## src/rtl/reg_bank_wr_8x8b_pkg.sv

```systemverilog
// Shared constants and types for the write side of the 8x8-bit register bank.
package reg_bank_wr_8x8b_pkg;

  localparam int REG_WIDTH = 8;
  localparam int NREG      = 8;
  localparam int SEL_W     = 3;

  // Index of the last register; the clear sweep ends on it.
  localparam logic [SEL_W-1:0] LAST_IDX = SEL_W'(NREG - 1);

  typedef enum logic {
    IDLE  = 1'b0,
    CLEAR = 1'b1
  } state_e;

  typedef enum logic [SEL_W-1:0] {
    REG_A = 3'd0,
    REG_B = 3'd1,
    REG_C = 3'd2,
    REG_D = 3'd3,
    REG_E = 3'd4,
    REG_F = 3'd5,
    REG_G = 3'd6,
    REG_H = 3'd7
  } reg_idx_e;

endpackage

```

## src/rtl/reg_bank_wr_8x8b_if.sv

```systemverilog
// Write-request / clear handshake and register-bank outputs.
interface reg_bank_wr_8x8b_if;
  import reg_bank_wr_8x8b_pkg::*;

  logic                 WrValid;
  logic [SEL_W-1:0]     WrSel;
  logic [REG_WIDTH-1:0] WrData;
  logic                 WrReady;
  logic                 ClrReq;
  logic                 ClrDone;
  logic                 Busy;
  logic [NREG-1:0]      Dirty;
  logic [REG_WIDTH-1:0] A, B, C, D, E, F, G, H;

  // Requester side: drives writes and clear requests, observes the bank.
  modport master (
    output WrValid, WrSel, WrData, ClrReq,
    input  WrReady, ClrDone, Busy, Dirty, A, B, C, D, E, F, G, H
  );

  // Bank side.
  modport slave (
    input  WrValid, WrSel, WrData, ClrReq,
    output WrReady, ClrDone, Busy, Dirty, A, B, C, D, E, F, G, H
  );

endinterface

```

## src/rtl/reg_bank_wr_8x8b_ttl74138.sv

```systemverilog
// 3-to-8 decoder with enable, producing active-high per-register load strobes.
module ttl74138
  import reg_bank_wr_8x8b_pkg::*;
(
  input  logic             en_i,
  input  logic [SEL_W-1:0] sel_i,
  output logic [NREG-1:0]  strobe_o
);

  genvar gi;
  generate
    for (gi = 0; gi < NREG; gi++) begin : g_dec
      assign strobe_o[gi] = en_i && (sel_i == SEL_W'(gi));
    end
  endgenerate

endmodule

```

## src/rtl/reg_bank_wr_8x8b.sv

```systemverilog
// Write side of the 8x8-bit register bank: one-entry write stage, clear
// sequencer (IDLE/CLEAR with a 3-bit sweep counter), eight registers and Dirty.
module reg_bank_wr_8x8b
  import reg_bank_wr_8x8b_pkg::*;
(
  input  logic                Clk,
  input  logic                Reset_n,
  reg_bank_wr_8x8b_if.slave   bus
);

  logic                 stage_valid_q;
  logic [SEL_W-1:0]     stage_sel_q;
  logic [REG_WIDTH-1:0] stage_data_q;
  logic                 clr_pending_q;
  state_e               state_q;
  logic [SEL_W-1:0]     count_q;
  logic                 clr_done_q;

  logic                 wr_ready;
  logic                 accept;
  logic                 busy;
  logic                 clearing;
  logic                 dec_en;
  logic [SEL_W-1:0]     dec_sel;
  logic [NREG-1:0]      strobe;
  logic [REG_WIDTH-1:0] reg_q [NREG];
  logic [NREG-1:0]      dirty_vec;

  assign clearing = (state_q == CLEAR);
  assign wr_ready = (state_q == IDLE) && !clr_pending_q;
  assign accept   = bus.WrValid && wr_ready;
  assign busy     = clr_pending_q || clearing;

  // The decoder is shared: staged writes address it in IDLE, the sweep counter in CLEAR.
  assign dec_en  = clearing ? 1'b1    : stage_valid_q;
  assign dec_sel = clearing ? count_q : stage_sel_q;

  ttl74138 u_dec (
    .en_i     (dec_en),
    .sel_i    (dec_sel),
    .strobe_o (strobe)
  );

  // Capture an accepted request; the stage drains every cycle so it never blocks.
  always_ff @(posedge Clk or negedge Reset_n) begin
    if (!Reset_n) begin
      stage_valid_q <= 1'b0;
      stage_sel_q   <= '0;
      stage_data_q  <= '0;
    end else begin
      stage_valid_q <= accept;
      if (accept) begin
        stage_sel_q  <= bus.WrSel;
        stage_data_q <= bus.WrData;
      end
    end
  end

  // Latch a clear request until the sweep can start; requests while busy are dropped.
  always_ff @(posedge Clk or negedge Reset_n) begin
    if (!Reset_n) begin
      clr_pending_q <= 1'b0;
    end else if (bus.ClrReq && !busy) begin
      clr_pending_q <= 1'b1;
    end else if ((state_q == IDLE) && clr_pending_q && !stage_valid_q) begin
      clr_pending_q <= 1'b0;
    end
  end

  // Clear sequencer: waits for the stage to drain, then sweeps registers 0..7.
  always_ff @(posedge Clk or negedge Reset_n) begin
    if (!Reset_n) begin
      state_q    <= IDLE;
      count_q    <= '0;
      clr_done_q <= 1'b0;
    end else begin
      clr_done_q <= 1'b0;
      case (state_q)
        IDLE: begin
          count_q <= '0;
          if (clr_pending_q && !stage_valid_q) begin
            state_q <= CLEAR;
          end
        end
        CLEAR: begin
          count_q <= count_q + 1'b1;
          if (count_q == LAST_IDX) begin
            state_q    <= IDLE;
            clr_done_q <= 1'b1;
          end
        end
        default: begin
          state_q <= IDLE;
          count_q <= '0;
        end
      endcase
    end
  end

  genvar gi;
  generate
    for (gi = 0; gi < NREG; gi++) begin : g_reg
      logic [REG_WIDTH-1:0] data_q;
      logic                 dirty_q;

      // Load the staged byte on a commit strobe, or zero it on a sweep strobe.
      always_ff @(posedge Clk or negedge Reset_n) begin
        if (!Reset_n) begin
          data_q  <= '0;
          dirty_q <= 1'b0;
        end else if (strobe[gi]) begin
          data_q  <= clearing ? '0 : stage_data_q;
          dirty_q <= !clearing;
        end
      end

      assign reg_q[gi]     = data_q;
      assign dirty_vec[gi] = dirty_q;
    end
  endgenerate

  assign bus.WrReady = wr_ready;
  assign bus.Busy    = busy;
  assign bus.ClrDone = clr_done_q;
  assign bus.Dirty   = dirty_vec;
  assign bus.A       = reg_q[int'(REG_A)];
  assign bus.B       = reg_q[int'(REG_B)];
  assign bus.C       = reg_q[int'(REG_C)];
  assign bus.D       = reg_q[int'(REG_D)];
  assign bus.E       = reg_q[int'(REG_E)];
  assign bus.F       = reg_q[int'(REG_F)];
  assign bus.G       = reg_q[int'(REG_G)];
  assign bus.H       = reg_q[int'(REG_H)];

endmodule

```

## src/flat_wrapper.sv

```systemverilog
// flat-port wrapper written by rule: the top's interface ports become plain ports
module reg_bank_wr_8x8b_flat import reg_bank_wr_8x8b_pkg::*;
  (Clk, Reset_n, bus_WrValid, bus_WrSel, bus_WrData, bus_ClrReq, bus_WrReady, bus_ClrDone, bus_Busy, bus_Dirty, bus_A, bus_B, bus_C, bus_D, bus_E, bus_F, bus_G, bus_H);
  reg_bank_wr_8x8b_if bus_i ();
  input  logic Clk;
  input  logic Reset_n;
  input wire logic [$bits(bus_i.WrValid)-1:0] bus_WrValid;
  input wire logic [$bits(bus_i.WrSel)-1:0] bus_WrSel;
  input wire logic [$bits(bus_i.WrData)-1:0] bus_WrData;
  input wire logic [$bits(bus_i.ClrReq)-1:0] bus_ClrReq;
  output wire logic [$bits(bus_i.WrReady)-1:0] bus_WrReady;
  output wire logic [$bits(bus_i.ClrDone)-1:0] bus_ClrDone;
  output wire logic [$bits(bus_i.Busy)-1:0] bus_Busy;
  output wire logic [$bits(bus_i.Dirty)-1:0] bus_Dirty;
  output wire logic [$bits(bus_i.A)-1:0] bus_A;
  output wire logic [$bits(bus_i.B)-1:0] bus_B;
  output wire logic [$bits(bus_i.C)-1:0] bus_C;
  output wire logic [$bits(bus_i.D)-1:0] bus_D;
  output wire logic [$bits(bus_i.E)-1:0] bus_E;
  output wire logic [$bits(bus_i.F)-1:0] bus_F;
  output wire logic [$bits(bus_i.G)-1:0] bus_G;
  output wire logic [$bits(bus_i.H)-1:0] bus_H;
  assign bus_i.WrValid = bus_WrValid;
  assign bus_i.WrSel = bus_WrSel;
  assign bus_i.WrData = bus_WrData;
  assign bus_i.ClrReq = bus_ClrReq;
  assign bus_WrReady = bus_i.WrReady;
  assign bus_ClrDone = bus_i.ClrDone;
  assign bus_Busy = bus_i.Busy;
  assign bus_Dirty = bus_i.Dirty;
  assign bus_A = bus_i.A;
  assign bus_B = bus_i.B;
  assign bus_C = bus_i.C;
  assign bus_D = bus_i.D;
  assign bus_E = bus_i.E;
  assign bus_F = bus_i.F;
  assign bus_G = bus_i.G;
  assign bus_H = bus_i.H;
  reg_bank_wr_8x8b u_core (.Clk(Clk), .Reset_n(Reset_n), .bus(bus_i));
endmodule
```

## config.mk

```make
export PLATFORM = sky130hd
export DESIGN_NAME = reg_bank_wr_8x8b_flat
export DESIGN_NICKNAME = d
export VERILOG_FILES = /design/src/rtl/reg_bank_wr_8x8b_pkg.sv /design/src/rtl/reg_bank_wr_8x8b_if.sv /design/src/rtl/reg_bank_wr_8x8b_ttl74138.sv /design/src/rtl/reg_bank_wr_8x8b.sv /design/src/flat_wrapper.sv
export SDC_FILE = /design/constraint.sdc
export NUM_CORES = 1
export LEC_CHECK = 0
export CORE_ASPECT_RATIO = 1.25
export CORE_MARGIN = 2
export CORE_UTILIZATION = 49
export CTS_CLUSTER_SIZE = 20
export DETAILED_ROUTE_END_ITERATION = 8
export GPL_TIMING_DRIVEN = 0
export HOLD_SLACK_MARGIN = 0.02
export PLACE_DENSITY_LB_ADDON = 0.2
export RECOVER_POWER = 100
export SETUP_SLACK_MARGIN = 0.2
export SLEW_MARGIN = 40
export SYNTH_ARGS = -nofsm -noshare
export SYNTH_HDL_FRONTEND = slang
export SYNTH_HIERARCHICAL = 1
export SYNTH_SLANG_ARGS = --single-unit
```

## constraint.sdc

```tcl
create_clock -name Clk -period 2.5 [get_ports Clk]
set_clock_uncertainty 0.05 [all_clocks]
set_input_delay 0.375 -clock Clk [delete_from_list [all_inputs] [get_ports Clk]]
set_output_delay 0.375 -clock Clk [all_outputs]
set_load 0.05 [all_outputs]
```

==> results of run 1 <==
-- final cells by class --
cell class / count / area share (%)
inverter: 11 / 0.856
buffer: 13 / 1.89
multi-input combinational: 114 / 25.0
sequential: 90 / 46.7
clock buffer: 11 / 3.14
clock inverter: 5 / 0.778
timing repair buffer: 92 / 19.3
tap: 92 / 2.39
-- metrics by stage --
step                TNS, ns  instances  area (µm²)
finish                    0        428        4820
global route              0        428        4820
CTS                       0        427        4830
detailed placement    -1.42        417        4660
global placement    -200.48        416        4630
floorplan                 0        235        3620
-- registers in the layout, summed over array words and instances, names as in the netlist --
signal,count
u_core/bus.A,8
u_core/bus.B,8
u_core/bus.C,8
u_core/bus.ClrDone,1
u_core/bus.D,8
u_core/bus.E,8
u_core/bus.F,8
u_core/bus.G,8
u_core/bus.H,8
u_core/clearing,1
u_core/clr_pending_q,1
u_core/count_q,3
u_core/g.dirty_q,8
u_core/stage_data_q,8
u_core/stage_sel_q,3
u_core/stage_valid_q,1
-- path summary, 6_finish.rpt --
check | startpoint | end | slack (ns) | depth (start not counted)
worst max-delay path | u_core/clearing | u_core/bus.F[3] | 0.23 | 5
worst min-delay path | u_core/count_q[0] | u_core/count_q[0] | 0.42 | 1
worst max register to register | u_core/clearing | u_core/bus.F[3] | 0.23 | 5
worst min register to register | u_core/count_q[0] | u_core/count_q[0] | 0.42 | 1
max in group asynchronous | Reset_n | u_core/bus.F[1] | 0.87 | 3
min in group asynchronous | Reset_n | u_core/count_q[0] | 0.74 | 2
-- layer usage --
layer	global-route usage [%]	routed length, µm	vias up
met2	30.8	3710	57
met4	6.39	107	0
li1	-	-	991
met5	0	0	-
met3	6.03	411	8
met1	26.9	3140	1124
-- cells by family (layout without fill, tap and decap cells) --
family,Yosys count,after routing,synth area share (%)
adders and majority gates,2,2,0.691
AOI/OAI and AO/OA,1,1,0.242
DFF,90,90,62.2
and+or+nand+nor,24,24,5.63
muxes,87,87,26.7
buffers and inverters,31,132,4.53
-- cell usage in the layout, fill, tap and decap left out --
master                             n
sky130_fd_sc_hd__a22o_1            1
sky130_fd_sc_hd__and2_0            1
sky130_fd_sc_hd__and2_1            2
sky130_fd_sc_hd__and4_1            1
sky130_fd_sc_hd__and4b_2           3
sky130_fd_sc_hd__and4bb_4          3
sky130_fd_sc_hd__buf_16            1
sky130_fd_sc_hd__buf_2             1
sky130_fd_sc_hd__buf_4            10
sky130_fd_sc_hd__buf_6             1
sky130_fd_sc_hd__clkbuf_1          2
sky130_fd_sc_hd__clkbuf_2          1
sky130_fd_sc_hd__clkbuf_8         11
sky130_fd_sc_hd__clkdlybuf4s50_1  13
sky130_fd_sc_hd__clkinv_2          1
sky130_fd_sc_hd__clkinv_4          1
sky130_fd_sc_hd__clkinvlp_4        2
sky130_fd_sc_hd__dfrtp_1          90
sky130_fd_sc_hd__dlygate4sd2_1     2
sky130_fd_sc_hd__dlygate4sd3_1    74
sky130_fd_sc_hd__ha_1              2
sky130_fd_sc_hd__inv_1            11
sky130_fd_sc_hd__inv_6             1
sky130_fd_sc_hd__mux2_1            3
sky130_fd_sc_hd__mux2_2           75
sky130_fd_sc_hd__mux2i_1           9
sky130_fd_sc_hd__nand2b_1          1
sky130_fd_sc_hd__nor2_1            2
sky130_fd_sc_hd__nor2b_1           9
sky130_fd_sc_hd__nor3b_1           1
sky130_fd_sc_hd__nor4b_2           1
-- repair_timing --
action                                  4_1_cts  5_1_grt
hold endpoints to repair                     44        0
endpoints found under the setup margin       72       26
hold buffers                                  1        0
gates resized for setup                       4        4
setup buffers                                 0        1
==> impl_metrics.ini, run 1 <==
[outcome]
status = complete, no violations

[synthesis]
synth.cells.most_frequent = sky130_fd_sc_hd__dfrtp_1 (90), sky130_fd_sc_hd__mux2_2 (78), sky130_fd_sc_hd__inv_1 (11), sky130_fd_sc_hd__mux2i_1 (9), sky130_fd_sc_hd__nor2b_1 (9)
cell_area_after_technology_mapping_um2 = 3620
synth_top_flop_cell = sky130_fd_sc_hd__dfrtp_1
mappedNetlistNets = 252
ys_warn_count = 6
yosysTopAreaCellShare_pct = 62.2
postSynthRegisterBits = 90
synth_enable_flop_cells = 0
netlist.top_cell.by_area = sky130_fd_sc_hd__dfrtp_1
post_synth.cell_area_avg_um2 = 15.4
most_frequently_used_cell_type_in_the_post_synthesis_netlist = sky130_fd_sc_hd__dfrtp_1
syn_inst = 235
postSynth.asyncResetShare_pct = 100
synth_area_leaders = sky130_fd_sc_hd__dfrtp_1 (62%), sky130_fd_sc_hd__mux2_2 (24%), sky130_fd_sc_hd__mux2i_1 (2.5%), sky130_fd_sc_hd__buf_4 (1.7%), sky130_fd_sc_hd__nor2b_1 (1.6%)
synth-seq-area-share_pct = 62.2
synth_cell_type_count = 19

[drt]
via_per_inst = 5.09
num_vias = 2180
drc_errors = 0
initialDrtViolationCount = 95
route.detailed.wl_per_inst_um = 17.2
ant_nets = 0
wl_mm = 7.37
drt-pass1-iter-count = 4

[cells_and_area]
final_net_count = 348
sequential_cell_area_um2 = 2250
fin_util_pct = 66.3
diodes = 0
proportion_of_layout_cells_with_a_drive_suffix_above_1_pct = 33.3
layout-area-overhead-vs-synth_pct = 33.1
fillCellCount = 569
area_taken_by_multi_input_logic_gates_um2 = 1200

[clock_tree]
clkLatencyLatePin_ns = 0.34
clock_path_buffers = 2
cts.root.buffer_cell = sky130_fd_sc_hd__clkbuf_8
number_of_sinks_on_the_clock_net = 90
cts_buffers = 9
tritoncts = yes
clk_pin_slew_ns = 0.09
htree_levels = 3

[setup_path]
cp.buffers_inverters = 2
crit_path_top_delay_cell = sky130_fd_sc_hd__and4b_2
critical_path_rt_ns = 2.68
cp-start-kind = flop
path_cells = buf_6, buf_2, mux2_1, and4b_2, mux2_2
arrival_time_worst_endpoint_ns = 2.44
setup.worst_path.class = reg2reg
crit_path_max_fanout = 10
timing.critical_path.max_delay_family = multiplexers
critical-path-max-stage-delay_ns = 0.55
cp-end-kind = flop

[placed_design]
dpl.hpwl_mm = 4.99
number_of_port_buffers = 89
finalWeightedCongestion = 0.743
placement.setup.worst_slack_ns = -0.0790

[sta]
fin_worst_hold_slack_ns = 0.417
hold_viol_final = 0
fmax_ghz = 0.441
timing.final.ws_setup_ns = 0.235
rsz0062_at_grt = true
layout_worst_path_cycle_share_pct = 90.6
worst_pin_slew_ns = 1.15
slew_headroom_pct = 23.1
finalWorstPathRequiredPeriod_ns = 2.27
setup_viol = 0
slew_viol_final = 0

[die]
die-area_um2 = 8100
fp-row-count = 35
top_level_ports = 90
floorplan.core_area_um2 = 7270
die_width_um = 80.9
initial_utilization_pct = 49.8
die_h_um = 100

[job]
max-cap-violations = 0

[global_route]
grt_util_all_layers_pct = 19.9
antenna_violations_before_repair = 0
globalRouteOverflowTotal = 0
grt_pass1_vias = 2237
grt_start_max_net_pins = 47
wire_length_of_the_first_global_routing_pass_mm = 11.9

[min_path]
worstHoldPathType = reg2reg
Power of run 1 is not shown: default switching activity piles up to over one toggle a cycle in this logic, so the estimate is an artifact.
==> inputs of run 2 (changes only) <==
--- a/config.mk
+++ b/config.mk
@@ -5,6 +5,7 @@
 export SDC_FILE = /design/constraint.sdc
 export NUM_CORES = 1
 export LEC_CHECK = 0
+export CAP_MARGIN = 40
 export CORE_ASPECT_RATIO = 1.25
 export CORE_MARGIN = 2
 export CORE_UTILIZATION = 49
==> results of run 2 <==
No change in the layout: final DEF, timing and power equal those of run 1.
Power of run 2 is left out for the same reason.
==> inputs of run 3 (changes only) <==
==> constraint.sdc (replaced) <==
create_clock -name Clk -period 2.5 [get_ports Clk]
set_clock_uncertainty 0.05 [all_clocks]
set_input_delay 0.375 -clock Clk [delete_from_list [all_inputs] [get_ports Clk]]
set_output_delay 0.375 -clock Clk [all_outputs]
set_load 0.005 [all_outputs]
==> impl_metrics.ini, run 3 (same netlist as run 1, synthesis figures left out) <==
[sta]
rsz0062_at_grt = true
slew_viol_final = 0
hold_viol_final = 0
setup_viol = 0
worst_pin_slew_ns = 1.15
finalWorstPathRequiredPeriod_ns = 2.26
layout_worst_path_cycle_share_pct = 90.5
slew_headroom_pct = 23.1
fmax_ghz = 0.442

[power]
power-per-cell-area_nw_per_um2 = 1150
power.leakage_uw = 0.00240
max-vdd-ir-drop_v = 0.000553
finalPower_uw = 5560

[global_route]
grt_util_all_layers_pct = 19.9
globalRouteOverflowTotal = 0
grt_pass1_vias = 2237
antenna_violations_before_repair = 0
wire_length_of_the_first_global_routing_pass_mm = 11.9
grt_start_max_net_pins = 47

[drt]
route.detailed.wl_per_inst_um = 17.2
initialDrtViolationCount = 95
wl_mm = 7.37
num_vias = 2178
ant_nets = 0
drt-pass1-iter-count = 4
via_per_inst = 5.09
drc_errors = 0

[cells_and_area]
layout.cells.most_common = sky130_fd_sc_hd__dfrtp_1
layout-area-overhead-vs-synth_pct = 33.2
fin_util_pct = 66.4
sequential_cell_area_um2 = 2250
diodes = 0
most_frequent_cells_in_the_layout = sky130_fd_sc_hd__dfrtp_1 (90), sky130_fd_sc_hd__dlygate4sd3_1 (76), sky130_fd_sc_hd__mux2_2 (75)
final_net_count = 348
proportion_of_layout_cells_with_a_drive_suffix_above_1_pct = 33.3
area_taken_by_multi_input_logic_gates_um2 = 1200
fillCellCount = 567

[setup_path]
cp-start-kind = flop
arrival_time_worst_endpoint_ns = 2.44
rr_startpoint = u_core/clearing
internal_reg_to_reg_setup_slack_ns = 0.24
setup.worst_path.class = reg2reg
worst_r2r_endpoint = u_core/bus.F[3]
crit_path_max_fanout = 10
cp-end-kind = flop
critical_path_rt_ns = 2.68
ff2ff_path_depth = 5

[clock_tree]
clk_pin_slew_ns = 0.09
cts.root.buffer_cell = sky130_fd_sc_hd__clkbuf_8
htree_levels = 3
cts_buffers = 9
tritoncts = yes
clkLatencyLatePin_ns = 0.34
clock_path_buffers = 2
number_of_sinks_on_the_clock_net = 90

[die]
die_h_um = 100
die_width_um = 80.9
initial_utilization_pct = 49.8
top_level_ports = 90
die-area_um2 = 8100
floorplan.core_area_um2 = 7270
fp-row-count = 35

[min_path]
worstHoldPathType = reg2reg
hold_path_startpoint = u_core/count_q[0]
worst_hold_path_endpoint = u_core/count_q[0]
worst_hold_path.num_cells = 1

[placed_design]
dpl.hpwl_mm = 4.99
finalWeightedCongestion = 0.743
number_of_port_buffers = 89

[outcome]
status = complete, no violations

[job]
max-cap-violations = 0
[run 3: worst max path at each step]
stage                    startpoint              end
finish              u_core/clearing  u_core/bus.F[3]
global route        u_core/clearing  u_core/bus.A[1]
CTS                 u_core/clearing  u_core/bus.C[7]
detailed placement  u_core/clearing  u_core/bus.C[7]
global placement            Reset_n  u_core/bus.F[0]
floorplan           u_core/clearing  u_core/bus.E[0]
[run 3: stage by stage]
| stage | instance area (µm²) | setup TNS [ns] | hold slack [ns] | worst slack (ns) | cells |
|---|---|---|---|---|---|
| after global placement | 4630 | -200.48 | 0.396 | -2.23 | 416 |
| after detailed placement | 4660 | -1.42 | 0.278 | -0.0790 | 417 |
| after floorplan | 3620 | 0 | 0.0294 | 0.350 | 235 |
| final | 4820 | 0 | 0.417 | 0.237 | 428 |
| after CTS | 4830 | 0 | 0.417 | 0.234 | 427 |
| after global routing | 4820 | 0 | 0.432 | 0.151 | 428 |
[run 3: repair_timing]
item	in CTS	in global routing
hold endpoints to repair	44	0
endpoints found under the setup margin	70	26
hold buffers	1	0
resized for setup	2	4
pin swaps	0	0
setup buffers	0	1
gates cloned	0	0
[run 3: layout make-up]
class                   instances  share of cell area, %
plain buffers                  13                   1.89
clock buffers                  11                   3.14
clock inverters                 5                  0.778
inverters                      11                  0.856
multi-input cells             114                   25.0
flip-flops and latches         90                   46.7
well taps                      92                   2.39
repair buffers                 92                   19.3
[run 3: routing by layer]
metal  vias to the layer above  GRT usage, %  share of wire (%)
li1                        990             -                  -
met2                        57          30.8                 50
met4                         0          6.39                1.5
met1                      1123          26.9                 43
met3                         8          6.03                5.6
met5                         -             0                  0
[run 3: report_power, final]
part / switching [µW] / internal, µW / leakage (µW)
clock: 502 / 419 / 0.0000919
sequential: 265 / 2020 / 0.00119
combinational: 931 / 1430 / 0.00112
total: 1700 / 3860 / 0.00240
[run 3: worst max-delay path: stages (launching register included)]
cell,delay [ns]
sky130_fd_sc_hd__dfrtp_1,0.35
sky130_fd_sc_hd__buf_6,0.15
sky130_fd_sc_hd__buf_2,0.21
sky130_fd_sc_hd__mux2_1,0.45
sky130_fd_sc_hd__and4b_2,0.55
sky130_fd_sc_hd__mux2_2,0.38
Power figures use the tool's default switching activity.
